$ cat src/rtl/decimator_by2.sv
// Rate-2 decimating direct-form FIR with valid/ready streaming and bypass.
// Optional synchronous flush input enabled by defining DECIM_FLUSH_EN.
module decimator_by2 #(
    parameter int DATA_WIDTH  = 16,
    parameter int COEFF_WIDTH = 16,
    parameter int N_TAPS      = 8,
    parameter logic signed [N_TAPS-1:0][COEFF_WIDTH-1:0] COEFFS = '0,
    localparam int OUTPUT_WIDTH =
        DATA_WIDTH + COEFF_WIDTH + $clog2(N_TAPS) + 1
) (
    input  logic                           clk,
    input  logic                           arst_n,
    input  logic                           bypass,
`ifdef DECIM_FLUSH_EN
    input  logic                           flush_in,
`endif
    input  logic signed [DATA_WIDTH-1:0]   src_data_in,
    input  logic                           src_valid_in,
    output logic                           src_ready_out,
    output logic signed [OUTPUT_WIDTH-1:0] dst_data_out,
    output logic                           dst_valid_out,
    input  logic                           dst_ready_in
);

    localparam int PW  = DATA_WIDTH + COEFF_WIDTH;
    localparam int EXT = OUTPUT_WIDTH - PW;
    localparam int BXT = OUTPUT_WIDTH - DATA_WIDTH;

    logic [N_TAPS-1:0][DATA_WIDTH-1:0] x_q, x_d;
    logic                              phase_q, phase_d;
    logic signed [OUTPUT_WIDTH-1:0]    out_q, out_d;
    logic                              out_valid_q, out_valid_d;

    logic                           flush;
    logic                           filt_ready;
    logic                           acc;
    logic                           fire;
    logic signed [OUTPUT_WIDTH-1:0] sum;
    logic signed [OUTPUT_WIDTH-1:0] byp_data;

`ifdef DECIM_FLUSH_EN
    assign flush = flush_in;
`else
    assign flush = 1'b0;
`endif

    // Phase-0 samples never touch out_q, so they are always welcome.
    assign filt_ready = ~flush & (~phase_q | ~out_valid_q | dst_ready_in);
    assign acc  = src_valid_in & filt_ready & ~bypass;
    assign fire = out_valid_q & ~flush & dst_ready_in & ~bypass;

    assign byp_data = {{BXT{src_data_in[DATA_WIDTH-1]}}, src_data_in}
                      << (COEFF_WIDTH - 1);

    assign src_ready_out = bypass ? dst_ready_in : filt_ready;
    assign dst_valid_out = bypass ? src_valid_in : (out_valid_q & ~flush);
    assign dst_data_out  = bypass ? byp_data : out_q;

    always_comb begin
        logic signed [DATA_WIDTH-1:0] tap;
        logic signed [PW-1:0]         prod;
        sum  = '0;
        tap  = '0;
        prod = '0;
        for (int k = 0; k < N_TAPS; k++) begin
            tap  = (k == 0) ? src_data_in : $signed(x_q[(k == 0) ? 0 : k-1]);
            prod = $signed(COEFFS[k]) * tap;
            sum  = sum + {{EXT{prod[PW-1]}}, prod};
        end
    end

    always_comb begin
        x_d         = x_q;
        phase_d     = phase_q;
        out_d       = out_q;
        out_valid_d = out_valid_q;
        if (flush) begin
            x_d         = '0;
            phase_d     = 1'b0;
            out_valid_d = 1'b0;
        end else begin
            if (fire) begin
                out_valid_d = 1'b0;
            end
            if (acc) begin
                x_d     = {x_q[N_TAPS-2:0], src_data_in};
                phase_d = ~phase_q;
                if (phase_q) begin
                    out_d       = sum;
                    out_valid_d = 1'b1;
                end
            end
        end
    end

    always_ff @(posedge clk or negedge arst_n) begin
        if (!arst_n) begin
            x_q         <= '0;
            phase_q     <= 1'b0;
            out_q       <= '0;
            out_valid_q <= 1'b0;
        end else begin
            x_q         <= x_d;
            phase_q     <= phase_d;
            out_q       <= out_d;
            out_valid_q <= out_valid_d;
        end
    end

endmodule

$ cat config.mk
export PLATFORM = sky130hd
export DESIGN_NAME = decimator_by2
export DESIGN_NICKNAME = d
export VERILOG_FILES = /design/src/rtl/decimator_by2.sv
export SDC_FILE = /design/constraint.sdc
export NUM_CORES = 1
export LEC_CHECK = 0
export ABC_AREA = 1
export BUFFER_PORTS_ARGS = -buffer_cell sky130_fd_sc_hd__buf_4
export CAP_MARGIN = 20
export CORE_MARGIN = 2
export CORE_UTILIZATION = 29
export DETAILED_ROUTE_END_ITERATION = 10
export PLACE_DENSITY_LB_ADDON = 0.08
export RECOVER_POWER = 25
export SETUP_SLACK_MARGIN = 0.1
export SLEW_MARGIN = 40
export SYNTH_ARGS = -nofsm -noshare
export SYNTH_HDL_FRONTEND = slang
export SYNTH_SLANG_ARGS = --single-unit
export TNS_END_PERCENT = 5
$ cat constraint.sdc
create_clock -name clk -period 1 [get_ports clk]
set_input_delay 0.1 -clock clk [delete_from_list [all_inputs] [get_ports clk]]
set_output_delay 0.1 -clock clk [all_outputs]
set_load 0.05 [all_outputs]
==> metrics list, run 1 <==
* Status: finished with violations
- The checks that failed: setup timing.
- During synthesis, Yosys emitted a total of 0 warnings.
- After the flow finishes, the layout carries non-filler instances totaling 128.
* Highest Clock Rate: 0.955 GHz
- Max Cap Violations: 0
- Once detail routing completed, the nets flagged for antenna violations numbered 0.
- The startpoint identified for the worst register-to-register timing path is phase_q$_DFFE_PN0P_.
* TritonCTS clock tree: done
* Power density normalized to cell area: 1290 mW/mm²
- For this run, the detailed router's first-pass iteration total came to 1.
- Row Count: 13
- Global-route wire length before repair: 1.49 mm
* Finished Cell Area: 683 µm²
* Type of destination of the critical path: output port
* Residual overflow from global routing: 0
- In the global route stage, met2 resource usage came out at 16.9%.
- Total instance count after detailed placement: 122
- Clk buf depth: 2
- Inserted Diodes: 0
- Entering global routing, the biggest net connects 21 pins.
- The worst hold path belongs to the class input pin to register.
- The smallest clock period supported by the final layout is computed as 1.05 ns.
- The congestion estimate from routability-driven global placement came to 0.659.
* Post-Syn Area: 419 µm²
- Clock sink total: 2
* Area share of fa/ha/maj cells after synthesis: 0%
- For met3 alone, demand over resource in global routing was 3.88%.
* Cell type with the highest occurrence count on the critical path: sky130_fd_sc_hd__nand2_1
* Via count of the first global-routing pass: 361
- Once routing completed, OpenROAD measured the worst setup slack at -0.0476 ns.
- Die outline area: 0.00177 mm²
- The final number of max-transition violations came to 0.
- Data arrives at the worst endpoint at 0.95 ns.
* Total cell area at the placement stage: 639 µm²
- In this design, the stage delay of the slowest critical-path cell is 0.37 ns.
- Clock latency on the worst-skew pair: 0.23 ns
- Synthesized area divided by synthesized cell count: 5.82 µm²
* CP required: 0.90 ns
* Busiest layer in global routing: met2
- Sequential group share of total power: 12.4%
* Post-synthesis share of cell area spent on and, or, nand and nor gates: 23.3%
* Vias per cell: 3.59
- In this run the worst path has a maximum fanout of 3.
* Global-route track usage on met1: 12.1%
- Cell chain of the critical path: nand2_1, nand2_1, nand2_1, buf_6
* Clk network pwr share: 21.2%
- Global routing used 11.1% of the available tracks across all layers.
- Initial drt markers: 0
- Cells with a size suffix above 1 make up 44.2% of the layout.
* Number of buffers added by the clock tree synthesis step: 3
- Switch Pwr: 478 µW
* Top-level I/O count: 59
- In this run the number of H-tree levels came out at 1.
* Remaining routing DRC violations: 0
* IO Port Bufs: 43
* Combinational power share: 66.4%
* Slowest cell on the critical path: sky130_fd_sc_hd__dfrtp_1
- Tracing the worst setup path back leads to its startpoint at out_valid_q$_DFF_PN0_.
- The portion of synthesized area spent on multiplexers is 0%.
- Worst Min Path Start: src_valid_in
* Largest family of logic cells by synthesized area: buffers and inverters
- In this run the horizontal extent of the chip is 42.0 µm.
- After the last flow step, the layout net total stands at 136.
- Average routed wire per standard cell: 7.44 µm
* Final-report hold violation count: 0
- Counting flops and latches in the post-synthesis netlist gives 2.
- Endpoints failing setup: 2
* Switching Share: 54.2%
* Via count: 460
- The floorplan step set the die height to 42.0 µm.
- The synthesized netlist devotes 0% of its cell area to XOR and XNOR gates.
* Initial standard-cell utilization of the core: 31.8%
* Post-Route Skew: 0.00389 ns
- IR analysis of the VDD net gives a maximum drop of 953 µV.
- Setup repair after global routing missed its margin: yes
- Syn Inst Count: 72
- Setup CP Type: register to output port
- Summed over all cells, the static leakage comes to 0.505 nW.
- The number of antenna violations at the first check in global routing came to 0.
- Post-synthesis to final-layout area growth: 63.0%
* Proportion of synthesized chip area in sequential cells: 11.9%
* Post-synthesis cell type count: 12
- DP Wirelength: 765 µm
- Post-detailed-routing wire length: 952 µm
* Clock Root Buffer: sky130_fd_sc_hd__clkbuf_4
* Internal reg-to-reg setup slack: 0.09 ns
- The internal power of the cells totals 405 µW.
* Clock Pin Slew Worst Setup and Hold Paths: 0.03 ns
- The total area inside the core boundary comes to 0.00132 mm².
- Synth Area in Compound Gates: 3.58%
- STA classifies the critical path startpoint as a register.
- The worst path uses 105% of the clock period.
[power groups by stage]
stage,clock (mW),sequential [mW],combinational [mW]
6_report,0.187,0.110,0.586
5_1_grt,0.207,0.112,0.621
4_1_cts,0.200,0.110,0.580
3_5_place_dp,0,0.113,0.553
3_3_place_gp,0,0.113,0.552
2_1_floorplan,0,0.110,0.471
[flip-flops by register name (all words and copies together), names as in the netlist]
name,count
out_valid_q,1
phase_q,1
[cells by family after synthesis]
group | Yosys count
buffers and inverters | 41
AND/OR/NAND/NOR | 25
AO/OA/AOI/OAI | 3
flip-flops | 2
other | 1
[layer usage]
layer,share of wire (%),vias to the layer above
li1,-,245
met1,34,180
met3,15,2
met5,0,-
met4,2.2,0
met2,48,33
[metrics by stage]
| stage | total power, mW | setup WS (ns) | TNS (ns) | utilization, % | hold WS (ns) |
|---|---|---|---|---|---|
| after global placement | 0.665 | 0.159 | 0 | 48.5 | -0.117 |
| after floorplan | 0.581 | 0.00761 | 0 | - | -0.196 |
| final | 0.883 | -0.0476 | -0.0852 | 51.9 | 0.161 |
| after CTS | 0.889 | -0.0732 | -0.127 | 52.1 | 0.153 |
| after detailed placement | 0.666 | 0.147 | 0 | 48.5 | -0.117 |
| after global routing | 0.940 | -0.102 | -0.194 | 51.9 | 0.168 |
[Yosys cell counts]
master | number | share of area (%)
sky130_fd_sc_hd__inv_1 | 19 | 17
sky130_fd_sc_hd__buf_12 | 1 | 4.8
sky130_fd_sc_hd__nand3_1 | 1 | 1.2
sky130_fd_sc_hd__a21oi_1 | 1 | 1.2
sky130_fd_sc_hd__dfrtp_1 | 2 | 12
sky130_fd_sc_hd__nor2_1 | 3 | 2.7
sky130_fd_sc_hd__o21ai_0 | 2 | 2.4
sky130_fd_sc_hd__conb_1 | 1 | 0.89
sky130_fd_sc_hd__buf_4 | 20 | 36
sky130_fd_sc_hd__nand2_1 | 20 | 18
sky130_fd_sc_hd__nand2_2 | 1 | 1.5
sky130_fd_sc_hd__buf_6 | 1 | 2.7
[area by class of cell]
type                       instances  area (µm²)
fill                             156         634
sequential                         2        50.0
timing repair buffer              46         344
multi-input combinational         43         173
inverter                          19        75.1
clock buffer                       3        22.5
tap                               15        18.8
[worst paths after layout]
| kind | end | depth (start not counted) |
|---|---|---|
| max | src_ready_out | 4 |
| max in group asynchronous | phase_q$_DFFE_PN0P_ | 2 |
| min reg2reg | out_valid_q$_DFF_PN0_ | 2 |
| min in group asynchronous | out_valid_q$_DFF_PN0_ | 2 |
| max reg2reg | phase_q$_DFFE_PN0P_ | 4 |
| min | phase_q$_DFFE_PN0P_ | 3 |
[cells in the final DEF (no fill, tap or decap)]
cell type,synthesis,routed
sky130_fd_sc_hd__buf_6,1,2
sky130_fd_sc_hd__nand2_1,20,20
sky130_fd_sc_hd__clkbuf_4,0,3
sky130_fd_sc_hd__nand2_2,1,1
sky130_fd_sc_hd__conb_1,1,15
sky130_fd_sc_hd__o21ai_2,0,1
sky130_fd_sc_hd__nand3_1,1,1
sky130_fd_sc_hd__nor2_1,3,3
sky130_fd_sc_hd__clkinvlp_4,0,1
sky130_fd_sc_hd__inv_1,19,18
sky130_fd_sc_hd__clkbuf_2,0,3
sky130_fd_sc_hd__o21ai_0,2,1
sky130_fd_sc_hd__clkbuf_1,0,1
sky130_fd_sc_hd__a21oi_1,1,1
sky130_fd_sc_hd__dlygate4sd3_1,0,1
sky130_fd_sc_hd__buf_4,20,39
sky130_fd_sc_hd__dfrtp_1,2,2
[worst max-delay path, delay by kind of cell, from the launching register on]
family,cells,cell delay (ns)
flip-flops,1,0.37
AND/OR/NAND/NOR,3,0.18
buffers and inverters,1,0.16
[repair_timing]
action                     4_1_cts  5_1_grt
pin swaps                        2        1
setup buffers                    1        1
setup endpoints to repair        2        2
hold buffers                     1        0
gates resized for setup          2        0
hold endpoints to repair         2        0
Note: power is estimated with default switching activity, not from simulation.
==> inputs of run 2 (changes only) <==
==> constraint.sdc (replaced) <==
create_clock -name clk -period 1 [get_ports clk]
set_input_delay 0.15 -clock clk [delete_from_list [all_inputs] [get_ports clk]]
set_output_delay 0.15 -clock clk [all_outputs]
set_load 0.05 [all_outputs]
==> run 2 against run 1 <==
- the run still ends with setup timing left
- final cell count down 0.78%
- largest cell class unchanged
- sequential power barely moved
- maximum frequency shrank 4.8%
- critical path depth unchanged
- die area did not move
- clock skew about the same
- flip-flop and latch count is the same
- worst setup slack lost 0.053 ns
- first-iteration DRC count increased by 2
- count of clock-buffer cells in the layout stayed put
- combinational power about the same
- non-clock buffer count shrank 1
==> metrics list, run 2 (synthesis gave the netlist of run 1 again) <==
- Along the worst path, the maximum fanout reaches 3.
* Biggest registers after layout: out_valid_q: 1 flops, phase_q: 1 flops
- Setup violations remaining at the end of the flow were counted as 2.
- The share of total power dissipated in combinational logic is 66.7%.
* Type of destination of the critical path: output port
- Number of cells traversed by the worst register-to-register path: 4
- Number of buffers added by the clock tree synthesis step: 3
* Least setup slack across all paths after layout: -0.101 ns
- The die is 42.0 µm wide.
- The layout has 145 filler cells.
* TritonCTS clock tree: done
* Initial standard-cell utilization of the core: 31.8%
- Before antenna repair, the detailed router went through 3 iterations.
- Post-route setup TNS: -0.188 ns
* Number of slew-limit violations in the final report: 0
- Pint: 403 µW
- Port buffering added 43 buffers.
- Residual overflow from global routing: 0
- Die outline area: 0.00177 mm²
- Initial drt markers: 2
* Total design power: 876 µW
- Switch Pwr: 472 µW
- Ratio of cells with drive above 1 in the final layout: 43.8%
* Status: finished with violations
- Post-detailed-routing wire length: 971 µm
* Worst min path class: input pin to register
* Violated checks: setup timing
- The count of cells in the finished layout, fillers not included, comes to 127.
* Total cell area at the placement stage: 639 µm²
- Maximum number of pins on one net before global-route repair: 21
- Global-route wire length before repair: 1.41 mm
- Minimum period implied by the final worst setup slack: 1.10 ns
* CP required: 0.85 ns
- Following the worst setup path forward leads to its endpoint at src_ready_out.
- From synthesis to final layout, the design area changed by 67.5%.
- Detailed routing inserted a total of 455 vias.
- The library cells used most frequently in the layout, excluding fill and tap cells, are sky130_fd_sc_hd__buf_4 (33), sky130_fd_sc_hd__nand2_1 (20), sky130_fd_sc_hd__inv_1 (18).
- Critical Path Start: out_valid_q$_DFF_PN0_
* Clock Pin Slew Worst Setup and Hold Paths: 0.03 ns
- For this design the static power due to leakage is 0.508 nW.
- Finished Cell Area: 702 µm²
- Clock sink total: 2
- The count of final hold-check violations is 0.
- The critical path is of the register to output port type.
- R2r endpoint: phase_q$_DFFE_PN0P_
* Die span in y: 42.0 µm
* Via count of the first global-routing pass: 348
* Sequential group share of total power: 12.7%
* Period Utilization, post-route: 110%
* Most common cell after layout, fill and taps aside: sky130_fd_sc_hd__buf_4
- At the worst endpoint, the arrival time is 0.95 ns.
- Across the run, the number of max-cap violations was 0.
* Antenna violations before repair: 0
* Row Count: 13
- Average routed wire per standard cell: 7.65 µm
- The later pin in the worst-skew pair is clocked with a latency of 0.23 ns.
- Total global-route track usage: 10.5%
- Total instance count after detailed placement: 122
* Number of antenna-violating nets in the routed design: 0
- Post-Route Skew: 0.00412 ns
- Clk network pwr share: 20.7%
- The repair_antennas step left the layout with diodes totalling 0.
- The worst-case IR drop observed on VDD is 732 µV.
* Setup repair after global routing missed its margin: yes
- Total number of nets in the final design: 135
- The congestion estimate from routability-driven global placement came to 0.659.
- In this run the critical register-to-register path is launched from phase_q$_DFFE_PN0P_.
* Switching Share: 54.0%
- Power density normalized to cell area: 1250 mW/mm²
* H-tree depth reported by CTS: 1
* DP Wirelength: 754 µm
* Vias per cell: 3.58
- The clock passes through at most 2 buffers.
- Internal reg-to-reg setup slack: 0.20 ns
* Core area: 0.00132 mm²
* Clock Root Buffer: sky130_fd_sc_hd__clkbuf_4
- Highest Clock Rate: 0.909 GHz
* Kind of start point of the critical path: register
- After detailed routing, the number of remaining DRC violations is 0.
- Top-level I/O count: 59
==> run 2: through the flow <==
step	util, %	setup slack (ns)	hold WS, ns
floorplan	-	-0.0924	-0.146
global placement	48.5	0.0589	-0.0673
detailed placement	48.5	0.0495	-0.0671
CTS	51.9	-0.120	0.201
global route	53.3	-0.163	0.217
finish	53.3	-0.101	0.213
==> run 2: final cells by class <==
class	count	area, µm²	share of cell area [%]
tap	15	18.8	2.67
inverter	19	75.1	10.7
multi-input combinational	43	173	24.6
sequential	2	50.0	7.13
timing repair buffer	45	363	51.7
clock buffer	3	22.5	3.21
==> run 2: worst min-delay path by stage <==
stage	endpoint	cells after the start	slack (ns)	start
2_1_floorplan	out_valid_q$_DFF_PN0_	0	-0.15	arst_n
3_3_place_gp	out_valid_q$_DFF_PN0_	1	-0.07	arst_n
3_5_place_dp	phase_q$_DFFE_PN0P_	1	-0.07	arst_n
4_1_cts	out_valid_q$_DFF_PN0_	3	0.20	src_valid_in
5_1_grt	out_valid_q$_DFF_PN0_	3	0.22	src_valid_in
6_report	out_valid_q$_DFF_PN0_	3	0.21	src_valid_in
==> run 2: worst max-delay path, cell delays in order (launching register included) <==
cell,delay (ns)
sky130_fd_sc_hd__dfrtp_1,0.38
sky130_fd_sc_hd__nand2_1,0.07
sky130_fd_sc_hd__nand2_1,0.05
sky130_fd_sc_hd__nand2_1,0.07
sky130_fd_sc_hd__buf_6,0.16
==> run 2: what timing repair did <==
item / CTS / global route
hold buffers: 1 / 0
resized for setup: 3 / 6
buffers inserted: 0 / 1
hold endpoints to repair: 2 / 0
setup endpoints to repair: 8 / 8
==> run 2: power groups by stage <==
| stage | Combinational, mW | Clock (mW) | Sequential (mW) |
|---|---|---|---|
| after CTS | 0.565 | 0.199 | 0.112 |
| after detailed placement | 0.552 | 0 | 0.113 |
| after global placement | 0.552 | 0 | 0.113 |
| after global routing | 0.617 | 0.204 | 0.113 |
| final | 0.584 | 0.181 | 0.111 |
| after floorplan | 0.471 | 0 | 0.110 |
==> run 2: routing by layer <==
| metal | wire (µm) | up-vias | global-route usage [%] |
|---|---|---|---|
| met5 | 0 | - | 0 |
| met4 | 0 | 0 | 9.38 |
| met3 | 120 | 0 | 3.45 |
| met2 | 503 | 31 | 16.3 |
| met1 | 347 | 180 | 11.4 |
| li1 | - | 244 | - |
